===== config.mk =====
export PLATFORM = sky130hd
export DESIGN_NAME = add_subt_pipe
export DESIGN_NICKNAME = d
export VERILOG_FILES = /design/src/rtl/add_subt_pkg.sv /design/src/rtl/add_seg.sv /design/src/rtl/add_subt_pipe.sv
export SDC_FILE = /design/constraint.sdc
export NUM_CORES = 1
export LEC_CHECK = 0
export BUFFER_PORTS_ARGS = -buffer_cell sky130_fd_sc_hd__buf_4
export CAP_MARGIN = 20
export CORE_ASPECT_RATIO = 1.4
export CORE_MARGIN = 3
export CORE_UTILIZATION = 50
export CTS_BUF_LIST = sky130_fd_sc_hd__clkbuf_8
export CTS_CLUSTER_DIAMETER = 80
export CTS_CLUSTER_SIZE = 25
export DETAILED_ROUTE_END_ITERATION = 10
export HOLD_SLACK_MARGIN = 0.12
export PLACE_DENSITY = 0.77
export RECOVER_POWER = 50
export SLEW_MARGIN = 20
export SYNTH_ARGS = -nofsm -noshare
export SYNTH_HDL_FRONTEND = slang
export SYNTH_SLANG_ARGS = --single-unit

===== constraint.sdc =====
create_clock -name clk -period 5.15 [get_ports clk]
set_clock_uncertainty 0.2 [all_clocks]
set_input_delay 1.03 -clock clk [delete_from_list [all_inputs] [get_ports clk]]
set_output_delay 1.03 -clock clk [all_outputs]
set_load 0.005 [all_outputs]

===== src/rtl/add_subt_pkg.sv =====
// Shared constants for the pipelined significand adder/subtractor.
package add_subt_pkg;
  localparam logic OP_ADD  = 1'b0;
  localparam logic OP_SUB  = 1'b1;
  localparam int   SWR_DEF = 26;
endpackage


===== src/rtl/add_seg.sv =====
// Parametrised ripple segment: {cout, sum} = a + b + cin.
module add_seg #(
  parameter int W = 13
) (
  input  logic [W-1:0] a,
  input  logic [W-1:0] b,
  input  logic         cin,
  output logic [W-1:0] sum,
  output logic         cout
);
  logic [W:0] w_full;

  assign w_full = {1'b0, a} + {1'b0, b} + {{W{1'b0}}, cin};
  assign sum    = w_full[W-1:0];
  assign cout   = w_full[W];
endmodule


===== src/rtl/add_subt_pipe.sv =====
// Two-segment pipelined significand add/sub with valid/ready backpressure.
// ADD_SUBT_ABS_EN adds a third stage returning |A-B| and a sign-flip flag.
module add_subt_pipe
  import add_subt_pkg::*;
#(
  parameter int SWR = SWR_DEF,
  parameter int LSW = SWR / 2
) (
  input  logic           clk,
  input  logic           rst,
  input  logic           valid_i,
  output logic           ready_o,
  input  logic           add_sub_op_i,
  input  logic [SWR-1:0] data_a_i,
  input  logic [SWR-1:0] data_b_i,
  output logic           valid_o,
  input  logic           ready_i,
  output logic [SWR-1:0] result_o,
  output logic           carry_o,
  output logic [SWR-1:0] p_o,
  output logic           zero_o,
  output logic           sign_flip_o
);
  localparam int HSW = SWR - LSW;

  logic           r_v1, r_v2;
  logic           w_en1, w_en2, w_acc;

  // A stage may load when empty or when its content moves on this cycle.
`ifdef ADD_SUBT_ABS_EN
  logic r_v3;
  logic w_en3;
  assign w_en3 = !r_v3 | ready_i;
  assign w_en2 = !r_v2 | w_en3;
`else
  assign w_en2 = !r_v2 | ready_i;
`endif
  assign w_en1   = !r_v1 | w_en2;
  assign ready_o = w_en1;
  assign w_acc   = valid_i & w_en1;

  // ---------------- S1: low segment ----------------
  logic [SWR-1:0] w_b_eff;
  logic           w_cin;
  logic [LSW-1:0] w_sum_lo;
  logic           w_c_lo;

  assign w_cin   = (add_sub_op_i == OP_SUB);
  assign w_b_eff = w_cin ? ~data_b_i : data_b_i;

  add_seg #(.W(LSW)) u_seg_lo (
    .a(data_a_i[LSW-1:0]), .b(w_b_eff[LSW-1:0]), .cin(w_cin),
    .sum(w_sum_lo), .cout(w_c_lo)
  );

  logic [LSW-1:0] r1_sum_lo;
  logic           r1_c_lo;
  logic [HSW-1:0] r1_a_hi, r1_b_hi;
  logic [SWR-1:0] r1_p;
`ifdef ADD_SUBT_ABS_EN
  logic           r1_op;
`endif

  always_ff @(posedge clk) begin
    if (rst) begin
      r_v1      <= 1'b0;
      r1_sum_lo <= '0;
      r1_c_lo   <= 1'b0;
      r1_a_hi   <= '0;
      r1_b_hi   <= '0;
      r1_p      <= '0;
`ifdef ADD_SUBT_ABS_EN
      r1_op     <= 1'b0;
`endif
    end else begin
      if (w_en1) r_v1 <= valid_i;
      if (w_acc) begin
        r1_sum_lo <= w_sum_lo;
        r1_c_lo   <= w_c_lo;
        r1_a_hi   <= data_a_i[SWR-1:LSW];
        r1_b_hi   <= w_b_eff[SWR-1:LSW];
        r1_p      <= data_a_i ^ w_b_eff;
`ifdef ADD_SUBT_ABS_EN
        r1_op     <= add_sub_op_i;
`endif
      end
    end
  end

  // ---------------- S2: high segment ----------------
  logic [HSW-1:0] w_sum_hi;
  logic           w_c_hi;
  logic [SWR-1:0] w_res2;

  add_seg #(.W(HSW)) u_seg_hi (
    .a(r1_a_hi), .b(r1_b_hi), .cin(r1_c_lo),
    .sum(w_sum_hi), .cout(w_c_hi)
  );
  assign w_res2 = {w_sum_hi, r1_sum_lo};

  logic [SWR-1:0] r2_res, r2_p;
  logic           r2_carry, r2_zero;
`ifdef ADD_SUBT_ABS_EN
  logic           r2_op;
`endif

  always_ff @(posedge clk) begin
    if (rst) begin
      r_v2     <= 1'b0;
      r2_res   <= '0;
      r2_p     <= '0;
      r2_carry <= 1'b0;
      r2_zero  <= 1'b0;
`ifdef ADD_SUBT_ABS_EN
      r2_op    <= 1'b0;
`endif
    end else begin
      if (w_en2) r_v2 <= r_v1;
      if (w_en2 && r_v1) begin
        r2_res   <= w_res2;
        r2_p     <= r1_p;
        r2_carry <= w_c_hi;
        r2_zero  <= (w_res2 == '0);
`ifdef ADD_SUBT_ABS_EN
        r2_op    <= r1_op;
`endif
      end
    end
  end

`ifdef ADD_SUBT_ABS_EN
  // ---------------- S3: magnitude of a negative difference ----------------
  logic           w_neg;
  logic [SWR-1:0] w_res3;
  logic [SWR-1:0] r3_res, r3_p;
  logic           r3_carry, r3_zero, r3_flip;

  assign w_neg  = (r2_op == OP_SUB) & ~r2_carry;
  assign w_res3 = w_neg ? (~r2_res + {{(SWR-1){1'b0}}, 1'b1}) : r2_res;

  always_ff @(posedge clk) begin
    if (rst) begin
      r_v3     <= 1'b0;
      r3_res   <= '0;
      r3_p     <= '0;
      r3_carry <= 1'b0;
      r3_zero  <= 1'b0;
      r3_flip  <= 1'b0;
    end else begin
      if (w_en3) r_v3 <= r_v2;
      if (w_en3 && r_v2) begin
        r3_res   <= w_res3;
        r3_p     <= r2_p;
        r3_carry <= r2_carry;
        r3_zero  <= r2_zero;
        r3_flip  <= w_neg;
      end
    end
  end

  assign valid_o     = r_v3;
  assign result_o    = r3_res;
  assign carry_o     = r3_carry;
  assign p_o         = r3_p;
  assign zero_o      = r3_zero;
  assign sign_flip_o = r3_flip;
`else
  assign valid_o     = r_v2;
  assign result_o    = r2_res;
  assign carry_o     = r2_carry;
  assign p_o         = r2_p;
  assign zero_o      = r2_zero;
  assign sign_flip_o = 1'b0;
`endif
endmodule


==> metrics.txt <==
run status finished with violations; violated checks capacitance limit, slew limit; final hold slack 0.251 ns; top_reg_cell synth dfxtp_1; min cycle time layout 3.82 ns; Pwr Total 2.21 mW; Die W 98.2 µm; Critical path buffers and inverters 1; Post-Syn Area 5950 µm²; Critical Path AT 3.96 ns; RePlAce Congestion 0.889; Synth cell types 53; DR iter-0 viols between 200 and 300; Tcrit/Tclk final 0.742; #FFs+latches synth around 120; vias in the first global route about 5000; num ports 114; most frequent cells in the layout nand2_1 (161), dfxtp_1 (122), a21oi_1 (113); initial antenna violation count 0; Inserted Diodes 0; htree depth 4; critical path launch point type input port; setup tns final 0 ns; RSZ-0062 raised after global routing false; Nets slightly above 900; Pins Over Slew Limit 121; share of cells above drive strength 1 0.179; Top delay family on crit path buffers and inverters; antenna viol nets, final 0; CP max-delay cell clkbuf_2; WL/cell ~15 µm; area delta synth->final 20.6%; final WL 14400 µm; Starting Density 0.519; Residual DRC 0; Max Fanout on Critical Path 120; Static Leak 2.96 nW; VDD IR max between 0.2 and 0.25 mV; Clock Pin Slew Worst Setup and Hold Paths about 0.060 ns; Hold Vio Cnt, Final 0; maximum clock frequency 262 MHz; Num CTS Buffers 17; Ys Warns 0; most common cell after layout, fill and taps aside nand2_1; Detailed Routing Iterations Pass 1 6; first-pass GRT wire length roughly 24000 µm; Post-synth EDFFs 0; GRT Util Overall 0.218; Power Density slightly above 300 nW/µm²; Die ar. 13300 µm²; FFs w/ async S/R, synth 0; Port Buffers 112; final setup vio count 0; max-capacitance violation count 1; vias 5346; cells along the critical path clkbuf_2 > nor4_1 > nand4_1 > a2111oi_0 > nor4b_1 > o2111ai_1 > o31ai_1; CTS tree done; dpl hpwl 10500 µm; Clk Tree Root Cell clkbuf_8; Hold Buf Count CTS 0; Post-Syn Nets between 800 and 900; slew margin rel. -0.544; Seq/Total Area, Yosys 0.411; CP max stage delay 1.09 ns; gr ovfl total 0; Post-Syn Instances 741; Syn Area/Cell approximately 8.0 µm²; Vias/cell 5.44; Core Area around 11000 µm²; die height 135 µm; clk sinks 122; largest net degree at the start of global routing 121; # Post-CTS Setup Buffers 0; crit end category register; Worst Tran Pin Value 2.32 ns; Rows between 40 and 50; worst skew pair latency approximately 0.43 ns; WS Path Type in2reg; Clock Tree Buf Depth 2; post-cts resize count 0; Worst EP required 5.29 ns; type of the tightest min-delay check reg2reg
==> cell usage after synthesis, types with 3 or more instances <==
cell type / instances / area [µm²]
buf_1: 5 / 18.8
nor2_1: 57 / 214
a21oi_1: 113 / 566
a21o_1: 11 / 82.6
or3_1: 7 / 43.8
xnor2_1: 22 / 193
inv_1: 10 / 37.5
o211ai_1: 5 / 37.5
ha_1: 24 / 300
clkbuf_1: 38 / 143
o21a_1: 19 / 143
nand2_1: 161 / 604
dfxtp_1: 122 / 2440
a2111oi_0: 4 / 35.0
nor2b_1: 4 / 25.0
a211oi_1: 20 / 150
a211o_1: 3 / 26.3
nor3_1: 5 / 25.0
o21ai_0: 19 / 95.1
and2_1: 15 / 93.8
nand2b_1: 4 / 25.0
xor2_1: 16 / 140
nand3_1: 9 / 45.0
fa_1: 3 / 60.1
nor4b_1: 3 / 26.3
nor4_1: 6 / 37.5
==> layer usage <==
layer  track usage  wire length (µm)
met4        0.0828               215
met1         0.273              6320
met3        0.0553               714
met5             0                 0
met2         0.364              7140
==> worst register-to-register path, stage by stage (launching register included) <==
cell and delay, ns:
dfxtp_1 0.33, fa_1 0.49, fa_1 0.48, a211o_1 0.38, a21oi_1 0.14, o311ai_0 0.17
a2111oi_0 0.40, o2111ai_1 0.18, o31ai_1 0.21
==> cells by family (layout without fill, tap and decap cells) <==
group           Yosys count  after routing  synth area share
simple gates            279            279             0.201
compound gates          217            217             0.232
xor+xnor                 38             38            0.0560
buf+inv                  56            154            0.0364
other cells               1              1          0.000631
mux                       1              1           0.00189
fa+ha+maj                27             27            0.0606
flops                   122            122             0.411
==> sequential cells by signal, summed over array words and instances (netlist names) <==
| register | cells |
|---|---|
| r1_p | 26 |
| p_o | 26 |
| result_o | 26 |
| r_v1 | 1 |
| r1_a_hi | 13 |
| r1_sum_lo | 13 |
| r1_b_hi | 13 |
| zero_o | 1 |
| r1_c_lo | 1 |
| carry_o | 1 |
| valid_o | 1 |
==> metrics by stage <==
step                 util  setup WS [ns]  area (µm²)  instances
floorplan               -          0.927        5950        741
global placement    0.596           1.33        6820        954
detailed placement  0.596           1.30        6820        954
CTS                 0.624           1.73        7150        982
global route        0.626           1.05        7170        983
finish              0.626           1.33        7170        983
==> final timing paths <==
kind / startpoint / to / slack, ns / depth (start not counted)
setup / recovery: rst / zero_o / 1.33 / 7
hold / removal: result_o[1] / result_o[1] / 0.25 / 2
setup reg to reg: r1_c_lo / zero_o / 2.08 / 8
hold reg to reg: result_o[1] / result_o[1] / 0.25 / 2
==> power by group <==
part | internal (mW) | total (mW) | switching (mW)
Combinational | 0.199 | 0.451 | 0.252
Clock | 0.378 | 0.716 | 0.338
Sequential | 1.01 | 1.04 | 0.0374
==> layout make-up <==
type                       count  area, µm²
clock inverter                 6       26.3
tap                          144        180
sequential                   122       2440
fill                        1054       4290
inverter                      10       37.5
multi-input combinational    563       3300
clock buffer                  22        303
timing repair buffer         116        881
No activity file was read; power rests on OpenSTA's default activity.
